`src/rtl/demod_pkg.sv`:
```
// demod_pkg: shared definitions for the demodulator control slice.
//   mode_t  : demodulator output selection carried on cfg_mode / out_mode
//   state_t : sequencer states (IDLE, APPLY, SETTLE, RUN)
//   SETTLE_SAMPLES_DEF : default number of strobes discarded after a retune
package demod_pkg;

   typedef enum logic [1:0] {
      MODE_AM   = 2'd0,
      MODE_PM   = 2'd1,
      MODE_FM   = 2'd2,
      MODE_RSVD = 2'd3
   } mode_t;

   typedef enum logic [1:0] {
      ST_IDLE,
      ST_APPLY,
      ST_SETTLE,
      ST_RUN
   } state_t;

   localparam int unsigned SETTLE_SAMPLES_DEF = 8;

endpackage

```
`src/rtl/demod_ctrl_if.sv`:
```
// demod_ctrl_if: configuration request channel and demodulated sample stream.
//   cfg_valid/cfg_ready        : tuning command handshake
//   cfg_fre_word/cfg_n/cfg_mode: tuning command payload
//   out_valid/out_ready        : sample stream handshake
//   out_data/out_mode          : selected sample and its mode tag
// master = host side (issues commands, consumes samples); slave = demod_ctrl.
interface demod_ctrl_if #(
   parameter int unsigned PHASE_WIDTH  = 32,
   parameter int unsigned OUTPUT_WIDTH = 24
);
   logic                    cfg_valid;
   logic                    cfg_ready;
   logic [PHASE_WIDTH-1:0]  cfg_fre_word;
   logic [15:0]             cfg_n;
   logic [1:0]              cfg_mode;
   logic                    out_valid;
   logic                    out_ready;
   logic [OUTPUT_WIDTH-1:0] out_data;
   logic [1:0]              out_mode;

   modport master (
      output cfg_valid, cfg_fre_word, cfg_n, cfg_mode, out_ready,
      input  cfg_ready, out_valid, out_data, out_mode
   );

   modport slave (
      input  cfg_valid, cfg_fre_word, cfg_n, cfg_mode, out_ready,
      output cfg_ready, out_valid, out_data, out_mode
   );
endinterface

```
`src/rtl/demod_out_buf.sv`:
```
// demod_out_buf: single-entry valid/ready output register.
//   clk_in, RST        : clock, synchronous active-high reset
//   load               : new sample offered this cycle
//   clr_ovf            : clear the sticky overflow flag
//   din, din_mode      : sample and mode tag to capture
//   out_ready          : downstream accept
//   out_valid/out_data/out_mode : buffered sample
//   ovf                : sticky, a load arrived while the entry was full and not draining
module demod_out_buf
   import demod_pkg::*;
#(
   parameter int unsigned WIDTH = 24
) (
   input  logic             clk_in,
   input  logic             RST,
   input  logic             load,
   input  logic             clr_ovf,
   input  logic [WIDTH-1:0] din,
   input  mode_t            din_mode,
   input  logic             out_ready,
   output logic             out_valid,
   output logic [WIDTH-1:0] out_data,
   output mode_t            out_mode,
   output logic             ovf
);

   logic blocked;

   // Entry cannot accept: full and the consumer is not taking it this cycle.
   assign blocked = out_valid && !out_ready;

   always_ff @(posedge clk_in) begin
      if (RST) begin
         out_valid <= 1'b0;
         out_data  <= '0;
         out_mode  <= MODE_AM;
         ovf       <= 1'b0;
      end else begin
         if (load && blocked)
            ovf <= 1'b1;
         else if (clr_ovf)
            ovf <= 1'b0;

         if (load && !blocked) begin
            out_valid <= 1'b1;
            out_data  <= din;
            out_mode  <= din_mode;
         end else if (out_valid && out_ready) begin
            out_valid <= 1'b0;
         end
      end
   end

endmodule

```
`src/rtl/demod_ctrl.sv`:
```
// demod_ctrl: configuration and output sequencer for the IQ demodulator chain.
//   clk_in, RST : clock, synchronous active-high reset
//   bus         : tuning command channel and sample output stream
//   N, Fre_word : decimation and NCO frequency word driven to the demodulator
//   dem_stb     : one-cycle strobe, new am_in/pm_in/fm_in results present
//   busy        : retune in progress (APPLY or SETTLE)
//   ovf         : sticky, sample dropped because the output entry was full
//   cfg_err     : sticky, reserved mode requested
module demod_ctrl
   import demod_pkg::*;
#(
   parameter int unsigned PHASE_WIDTH    = 32,
   parameter int unsigned OUTPUT_WIDTH   = 24,
   parameter int unsigned SETTLE_SAMPLES = SETTLE_SAMPLES_DEF,
   parameter logic [15:0] N_RESET        = 16'd1
) (
   input  logic                    clk_in,
   input  logic                    RST,
   demod_ctrl_if.slave             bus,
   output logic [15:0]             N,
   output logic [PHASE_WIDTH-1:0]  Fre_word,
   input  logic                    dem_stb,
   input  logic [OUTPUT_WIDTH-1:0] am_in,
   input  logic [OUTPUT_WIDTH-1:0] pm_in,
   input  logic [OUTPUT_WIDTH-1:0] fm_in,
   output logic                    busy,
   output logic                    ovf,
   output logic                    cfg_err
);

   state_t                  state;
   mode_t                   mode_q;
   mode_t                   req_mode;
   mode_t                   buf_mode;
   logic [15:0]             settle_cnt;
   logic                    cfg_hs;
   logic                    retune;
   logic                    sample_load;
   logic [OUTPUT_WIDTH-1:0] sel_sample;

   assign req_mode      = mode_t'(bus.cfg_mode);
   assign bus.cfg_ready = !RST && (state != ST_APPLY);
   assign cfg_hs        = bus.cfg_valid && bus.cfg_ready;
   assign retune        = cfg_hs && (req_mode != MODE_RSVD);
   assign busy          = (state == ST_APPLY) || (state == ST_SETTLE);

   // A retune in the same cycle wins over the strobe.
   assign sample_load   = dem_stb && (state == ST_RUN) && !retune;

   always_comb begin
      sel_sample = am_in;
      case (mode_q)
         MODE_PM: sel_sample = pm_in;
         MODE_FM: sel_sample = fm_in;
         default: sel_sample = am_in;
      endcase
   end

   always_ff @(posedge clk_in) begin
      if (RST) begin
         state      <= ST_IDLE;
         mode_q     <= MODE_AM;
         N          <= N_RESET;
         Fre_word   <= '0;
         settle_cnt <= '0;
         cfg_err    <= 1'b0;
      end else if (retune) begin
         state    <= ST_APPLY;
         mode_q   <= req_mode;
         N        <= bus.cfg_n;
         Fre_word <= bus.cfg_fre_word;
         cfg_err  <= 1'b0;
      end else begin
         // Reserved-mode request only flags; the sequencer keeps running.
         if (cfg_hs)
            cfg_err <= 1'b1;
         case (state)
            ST_APPLY: begin
               settle_cnt <= 16'(SETTLE_SAMPLES);
               state      <= ST_SETTLE;
            end
            ST_SETTLE: begin
               if (dem_stb) begin
                  settle_cnt <= settle_cnt - 16'd1;
                  if (settle_cnt == 16'd1)
                     state <= ST_RUN;
               end
            end
            default: ;
         endcase
      end
   end

   demod_out_buf #(
      .WIDTH (OUTPUT_WIDTH)
   ) u_out_buf (
      .clk_in    (clk_in),
      .RST       (RST),
      .load      (sample_load),
      .clr_ovf   (retune),
      .din       (sel_sample),
      .din_mode  (mode_q),
      .out_ready (bus.out_ready),
      .out_valid (bus.out_valid),
      .out_data  (bus.out_data),
      .out_mode  (buf_mode),
      .ovf       (ovf)
   );

   assign bus.out_mode = buf_mode;

endmodule

```
`src/flat_wrapper.sv`:
```
// flat-port wrapper written by rule: the top's interface ports become plain ports
module demod_ctrl_flat import demod_pkg::*;
#(
   parameter int unsigned PHASE_WIDTH    = 32,
   parameter int unsigned OUTPUT_WIDTH   = 24,
   parameter int unsigned SETTLE_SAMPLES = SETTLE_SAMPLES_DEF,
   parameter logic [15:0] N_RESET        = 16'd1
)
  (clk_in, RST, N, Fre_word, dem_stb, am_in, pm_in, fm_in, busy, ovf, cfg_err, bus_cfg_valid, bus_cfg_fre_word, bus_cfg_n, bus_cfg_mode, bus_out_ready, bus_cfg_ready, bus_out_valid, bus_out_data, bus_out_mode);
  demod_ctrl_if #(.PHASE_WIDTH(PHASE_WIDTH), .OUTPUT_WIDTH(OUTPUT_WIDTH)) bus_i ();
  input  logic clk_in;
  input  logic RST;
  output logic [15:0] N;
  output logic [PHASE_WIDTH-1:0] Fre_word;
  input  logic dem_stb;
  input  logic [OUTPUT_WIDTH-1:0] am_in;
  input  logic [OUTPUT_WIDTH-1:0] pm_in;
  input  logic [OUTPUT_WIDTH-1:0] fm_in;
  output logic busy;
  output logic ovf;
  output logic cfg_err;
  input wire logic [$bits(bus_i.cfg_valid)-1:0] bus_cfg_valid;
  input wire logic [$bits(bus_i.cfg_fre_word)-1:0] bus_cfg_fre_word;
  input wire logic [$bits(bus_i.cfg_n)-1:0] bus_cfg_n;
  input wire logic [$bits(bus_i.cfg_mode)-1:0] bus_cfg_mode;
  input wire logic [$bits(bus_i.out_ready)-1:0] bus_out_ready;
  output wire logic [$bits(bus_i.cfg_ready)-1:0] bus_cfg_ready;
  output wire logic [$bits(bus_i.out_valid)-1:0] bus_out_valid;
  output wire logic [$bits(bus_i.out_data)-1:0] bus_out_data;
  output wire logic [$bits(bus_i.out_mode)-1:0] bus_out_mode;
  assign bus_i.cfg_valid = bus_cfg_valid;
  assign bus_i.cfg_fre_word = bus_cfg_fre_word;
  assign bus_i.cfg_n = bus_cfg_n;
  assign bus_i.cfg_mode = bus_cfg_mode;
  assign bus_i.out_ready = bus_out_ready;
  assign bus_cfg_ready = bus_i.cfg_ready;
  assign bus_out_valid = bus_i.out_valid;
  assign bus_out_data = bus_i.out_data;
  assign bus_out_mode = bus_i.out_mode;
  demod_ctrl #(.PHASE_WIDTH(PHASE_WIDTH), .OUTPUT_WIDTH(OUTPUT_WIDTH), .SETTLE_SAMPLES(SETTLE_SAMPLES), .N_RESET(N_RESET)) u_core (.clk_in(clk_in), .RST(RST), .bus(bus_i), .N(N), .Fre_word(Fre_word), .dem_stb(dem_stb), .am_in(am_in), .pm_in(pm_in), .fm_in(fm_in), .busy(busy), .ovf(ovf), .cfg_err(cfg_err));
endmodule
```
`config.mk`:
```
export PLATFORM = sky130hd
export DESIGN_NAME = demod_ctrl_flat
export DESIGN_NICKNAME = d
export VERILOG_FILES = /design/src/rtl/demod_pkg.sv /design/src/rtl/demod_ctrl_if.sv /design/src/rtl/demod_out_buf.sv /design/src/rtl/demod_ctrl.sv /design/src/flat_wrapper.sv
export SDC_FILE = /design/constraint.sdc
export NUM_CORES = 1
export LEC_CHECK = 0
export BUFFER_PORTS_ARGS = -buffer_cell sky130_fd_sc_hd__buf_2
export CORE_UTILIZATION = 45
export CTS_CLUSTER_DIAMETER = 40
export DETAILED_ROUTE_END_ITERATION = 6
export PLACE_DENSITY = 0.79
export REMOVE_ABC_BUFFERS = 1
export SYNTH_ARGS = -nofsm -noshare
export SYNTH_HDL_FRONTEND = slang
export SYNTH_SLANG_ARGS = --single-unit
```
`constraint.sdc`:
```
create_clock -name clk_in -period 2.6 [get_ports clk_in]
set_clock_uncertainty 0.05 [all_clocks]
set_input_delay 0.39 -clock clk_in [delete_from_list [all_inputs] [get_ports clk_in]]
set_output_delay 0.39 -clock clk_in [all_outputs]
set_load 0.02 [all_outputs]
```
=== Word level (Yosys, flattened, before mapping) ===
Cells that the tools add are included.

* Bits in registers: 97
* Input port bits: 127
* Logic and storage cells: 58
* Output and inout port bits: 79

* Reductions and logical operators: 22
* Equal/unequal tests: 12
* Mux-type cells: 11
* $add $sub $neg: 1
* Bitwise logic cells: 1

{| class="wikitable"
|+ Operator list
! kind !! count
|-
| one-hot mux 24 bit (2 select lines) || 1
|-
| one-hot mux 16 bit (2 select lines) || 1
|-
| equality test 16 x 1 -> 1 bit (second input constant) || 1
|-
| two-way mux 16 bit || 1
|-
| subtractor 16 x 1 -> 16 bit (second input constant) || 1
|-
| logical AND 1 bit || 9
|-
| AND reduction 3 bit || 3
|-
| equality test 2 bit (second input constant) || 3
|-
| != test 2 bit (second input constant) || 3
|-
| != test 3 x 2 -> 1 bit (second input constant) || 2
|-
| nonzero test 2 bit || 3
|-
| two-way mux 1 bit || 5
|-
| equality test 2 x 1 -> 1 bit (second input constant) || 2
|-
| zero test 1 bit || 4
|-
| two-way mux 2 bit || 2
|-
| one-hot mux 2 bit (2 select lines) || 1
|-
| nonzero test 3 bit || 1
|-
| != test 2 x 1 -> 1 bit (second input constant) || 1
|-
| OR reduction 2 bit || 1
|-
| logical OR 1 bit || 1
|-
| inverter 1 bit || 1
|}

=== Depth between registers and ports, before layout ===
* Depth after elaboration: 8
* Mapped depth: 8
* Gate-level depth less buffers: 6

=== By module ===
From an unflattened synthesis, not the netlist that was laid out.

* Cell total of the unflattened synthesis: 552
* Area total of the unflattened synthesis: 4484.3 um^2

{| class="wikitable"
|+ By module, submodules not included
! module !! seq. area each (um^2) !! area each (um^2) !! cells an instance !! instances
|-
| demod_ctrl || 1381.3 || 3204.3 || 430 || 1
|-
| demod_out_buf || 560.5 || 1280.0 || 122 || 1
|}

=== Worst setup path before layout ===
No wires, ideal clock.

* Path type: register -> register
* Start: register u_core.state[1]
* End: register u_core.Fre_word[22]
* Arrival time: 2.020 ns
* Slack: 0.459 ns
* Clock period less this slack: 2.141 ns
* Stages on the path, launching flop included: 9
* Buffers on the path: 2
* Cell sequence: dfxtp_1 -> inv_1 -> ha_1 -> or3b_2 -> nor2_1 -> clkbuf_8 -> clkbuf_1 -> nand2_1 -> a21oi_1

* Word-level cells in the longest chain between the ends: 4

{| class="wikitable"
|+ RTL lines
! item !! line !! text
|-
| from (decl) || demod_ctrl.sv:31 || <nowiki>state_t state;</nowiki>
|-
| from (signal assigned) || demod_ctrl.sv:61 || <nowiki>state <= ST_IDLE;</nowiki>
|-
| from (signal assigned) || demod_ctrl.sv:68 || <nowiki>state <= ST_APPLY;</nowiki>
|-
| from (signal assigned) || demod_ctrl.sv:80 || <nowiki>state <= ST_SETTLE;</nowiki>
|-
| != test 2 x 1 -> 1 bit || demod_ctrl.sv:42 || <nowiki>assign bus.cfg_ready = !RST && (state != ST_APPLY);</nowiki>
|-
| logical AND 1 bit || demod_ctrl.sv:42 ||
|-
| logical AND 1 bit || demod_ctrl.sv:43 || <nowiki>assign cfg_hs = bus.cfg_valid && bus.cfg_ready;</nowiki>
|-
| logical AND 1 bit || demod_ctrl.sv:44 || <nowiki>assign retune = cfg_hs && (req_mode != MODE_RSVD);</nowiki>
|-
| to (signal assigned) || demod_ctrl.sv:71 || <nowiki>Fre_word <= bus.cfg_fre_word;</nowiki>
|-
| to (decl) || demod_ctrl.sv:21 || <nowiki>output logic [PHASE_WIDTH-1:0] Fre_word,</nowiki>
|}

No other way between the ends.
A chain may end at the register's enable or synchronous reset.

=== Worst setup path in the final report ===
* Start: register u_core.state[0]
* End: register u_core.settle_cnt[4]

* Word-level cells in the longest chain between the ends: 6
* Elaborated cells on any way between the ends: 11

{| class="wikitable"
|+ RTL lines
! item !! line !! text
|-
| != test 2 x 1 -> 1 bit || demod_ctrl.sv:42 ||
|-
| logical AND 1 bit || demod_ctrl.sv:42 ||
|-
| logical AND 1 bit || demod_ctrl.sv:43 ||
|-
| logical AND 1 bit || demod_ctrl.sv:44 ||
|-
| inverter 1 bit (no source line) || - ||
|-
| AND reduction 3 bit (no source line) || - ||
|-
| to (signal assigned) || demod_ctrl.sv:79 || <nowiki>settle_cnt <= 16'(SETTLE_SAMPLES);</nowiki>
|-
| to (signal assigned) || demod_ctrl.sv:84 || <nowiki>settle_cnt <= settle_cnt - 16'd1;</nowiki>
|-
| to (decl) || demod_ctrl.sv:35 || <nowiki>logic [15:0] settle_cnt;</nowiki>
|}

Parallel ways exist; a longest one is shown, timed or not.

==> out/qor.csv <==
metric;value;unit
Post-Synthesis Cells;554;
Reg power frac;44.2;%
fill cell count;804;
synth-to-layout area growth;30.9;%
clock root cell;clkbuf_8;
Global Route met1 Usage;28.0;%
Crit path depth;6;
share of post-route cells with drive strength above 1;31.8;%
Largest delay share family, worst path;simple AND/OR/NAND/NOR gates;
Most common cell on crit path;inv_1;
H-tree levels;3;
Core Rows;34;
met3 usage in global routing;6.52;%
Core ar.;0.00889;mm2
WP buf/inv;2;
first-pass GRT wire length;19.3;mm
sequential area share after synthesis;46.1;%
cell accounting for the most synthesized area;dfxtp_1;
Clock Latency Late Sink;350;ps
Synth Flop Type;dfxtp_1;
post-synth top area share;46.1;%
Syn Area/Cell;7.60;um2
FF-to-FF setup slack;440;ps
Net Sw Frac;37.3;%
critical setup path kind;reg -> reg;
CP Capture Type;flop;
clock buffer depth;2;
Layout Nets;874;
Fmax achieved;463;MHz
slowest CP cell;or3_2;
Post-DRT Antenna Nets;0;
Die ar.;0.00974;mm2
met2 Use GR;43.4;%
largest net degree at the start of global routing;72;
max-slew violations;0;
Die W;98.7;um
Setup crit start kind;flop;
first-pass detailed-route iteration total;4;
Final GP Congestion;0.811;
Synth Cell Area;0.00421;mm2
Sink Count;97;
Total GRT Usage;24.4;%
CTS Hold Bufs;0;
Top Usage Layer GRT;met2;
ys async rst share;0;%
clk slew on worst S/H paths;110;ps
EDFF count, synth;0;
Combinational Power Share;31.9;%
internal power;2.58;mW
CTS Buf Count;9;
Seq cells post-synth;97;
Initial Utilization;47.3;%
number of port buffers;205;
DR vias;4499;
Placement Cell Area;0.00531;mm2
switching power;1.54;mW
DRC Markers;0;
Power Total;4.12;mW
final WL;11.9;mm
RSZ-0062 raised after global routing;false;
Die Height;98.7;um
post_cts resized;0;
Yosys warnings;0;
R2R depth;6;
Reg-to-Reg Start;u_core.state[0]$_SDFFE_PP0P_;
Slew @ Worst Pin;963;ps
Clk network pwr share;23.9;%
grt total ovfl;0;
synth top area cells;dfxtp_1 (46%), nand2_1 (16%), a21oi_1 (9.5%);
number of global-route vias before repair;4209;
synth unique cells;45;
I/O pins;206;
max_slew headroom;35.8;%
outcome;finished clean;
Inserted Diodes;0;
CTS tree;done;
leak pwr;2.47;nW
final hold vios;0;
final worst path period share;83.1;%
Setup Fix Bufs, Post-CTS;0;
Final Core Density;62.0;%
leading cell type in the layout, fill and taps excluded;buf_2;
Pwr Density;747;mW/mm2
critical path required time;2820;ps
Worst Setup EP;u_core.settle_cnt[4]$_SDFFE_PP0P_;
WP data arrival;2380;ps
dpl hpwl;8.58;mm
Max-Cap Viols;0;
min cycle time layout;2160;ps
worst hold path class;in -> reg;
commonest cells after routing, fill and taps aside;buf_2 (205), nand2_1 (182), dfxtp_1 (97);
final instance area;0.00551;mm2
crit-path cells;inv_1 > ha_1 > inv_1 > nand4_1 > or3_2 > a21oi_1;
Hold WS;205;ps
critical path startpoint;u_core.state[0]$_SDFFE_PP0P_;
Max FO, Critical Path;10;
drt initial violations;219;
DR WL/cell;14.0;um
peak supply drop;341;uV
Reg2Reg Capture Point;u_core.settle_cnt[4]$_SDFFE_PP0P_;
crit-path max cell delay;530;ps
antenna violations before repair;0;
final setup fails;0;
drt via density;5.27;
-- per-stage QoR --
stage | setup slack [ps] | cells | setup TNS, ps
floorplan | -1120 | 517 | -47100
global placement | 544 | 837 | 0
detailed placement | 485 | 837 | 0
CTS | 455 | 853 | 0
global route | 252 | 853 | 0
finish | 440 | 853 | 0
-- registers in the layout (all words and copies together) (netlist names) --
register	flops
u_core.u_out_buf.out_valid	1
u_core.cfg_err	1
u_core.state	2
u_core.u_out_buf.out_data	24
u_core.settle_cnt	16
u_core.u_out_buf.out_mode	2
u_core.mode_q	2
u_core.u_out_buf.ovf	1
u_core.N	16
u_core.Fre_word	32
-- worst reg2reg max path, stage by stage (launching register included) --
cell and delay [ps]:
dfxtp_1 410, inv_1 60, ha_1 380, inv_1 160, nand4_1 320, or3_2 530, a21oi_1 180
-- cells in the mapped netlist (all sizes together) (3+ instances only) --
cell	n
ha	7
dfxtp	97
a21oi	80
mux2i	5
nand2	182
a22oi	24
or4	5
o31ai	4
a211oi	3
nor2	16
or3	6
inv	9
nor4	6
nand2b	8
o21ai	29
clkbuf	36
nand3	3
nor3	7
-- power groups by stage --
stage | Combinational (mW) | Clock (mW) | Sequential [mW]
6_report | 1.31 | 0.982 | 1.82
3_3_place_gp | 1.25 | 0 | 1.83
2_1_floorplan | 0.825 | 0 | 1.87
3_5_place_dp | 1.30 | 0 | 1.85
5_1_grt | 1.47 | 1.07 | 1.85
4_1_cts | 1.31 | 1.02 | 1.82
-- kinds of logic after synthesis --
group | after synthesis | synth area share (%)
AO/OA/AOI/OAI | 151 | 20.7
XOR/XNOR | 1 | 0.208
adder cells (fa/ha/maj) | 7 | 2.08
buffers and inverters | 46 | 4.37
flip-flops | 97 | 46.1
multiplexers | 5 | 1.19
AND/OR/NAND/NOR | 247 | 25.3
-- routing by layer --
layer  part of all wire, %  vias to the layer above  wire length [um]
li1                      -                     2259                 -
met2                    50                      200              5960
met1                    41                     2022              4840
met5                     0                        -                 0
met3                   7.6                       18               913
met4                   1.9                        0               225
-- worst min path at each step --
stage / start / end / slack [ps] / depth (start not counted)
floorplan: u_core.settle_cnt[13]$_SDFFE_PP0P_ / u_core.settle_cnt[13]$_SDFFE_PP0P_ / 390 / 2
global placement: u_core.N[13]$_SDFFE_PP0P_ / u_core.N[13]$_SDFFE_PP0P_ / 390 / 2
detailed placement: u_core.u_out_buf.out_data[12]$_SDFFE_PP0P_ / u_core.u_out_buf.out_data[12]$_SDFFE_PP0P_ / 390 / 2
CTS: bus_cfg_fre_word[22] / u_core.Fre_word[22]$_SDFFE_PP0P_ / 180 / 3
global route: bus_cfg_fre_word[3] / u_core.Fre_word[3]$_SDFFE_PP0P_ / 180 / 3
finish: bus_cfg_n[7] / u_core.N[7]$_SDFFE_PP0P_ / 210 / 3
-- final cells by class --
class,count,area (um2),area share [%]
clock inverters,7,81.3,1.48
inverters,9,33.8,0.613
well taps,108,135,2.45
multi-input cells,411,2090,37.9
repair buffers,212,1100,20.0
clock buffers,9,124,2.25
flip-flops and latches,97,1940,35.2
Note: power is estimated with default switching activity, not from simulation.
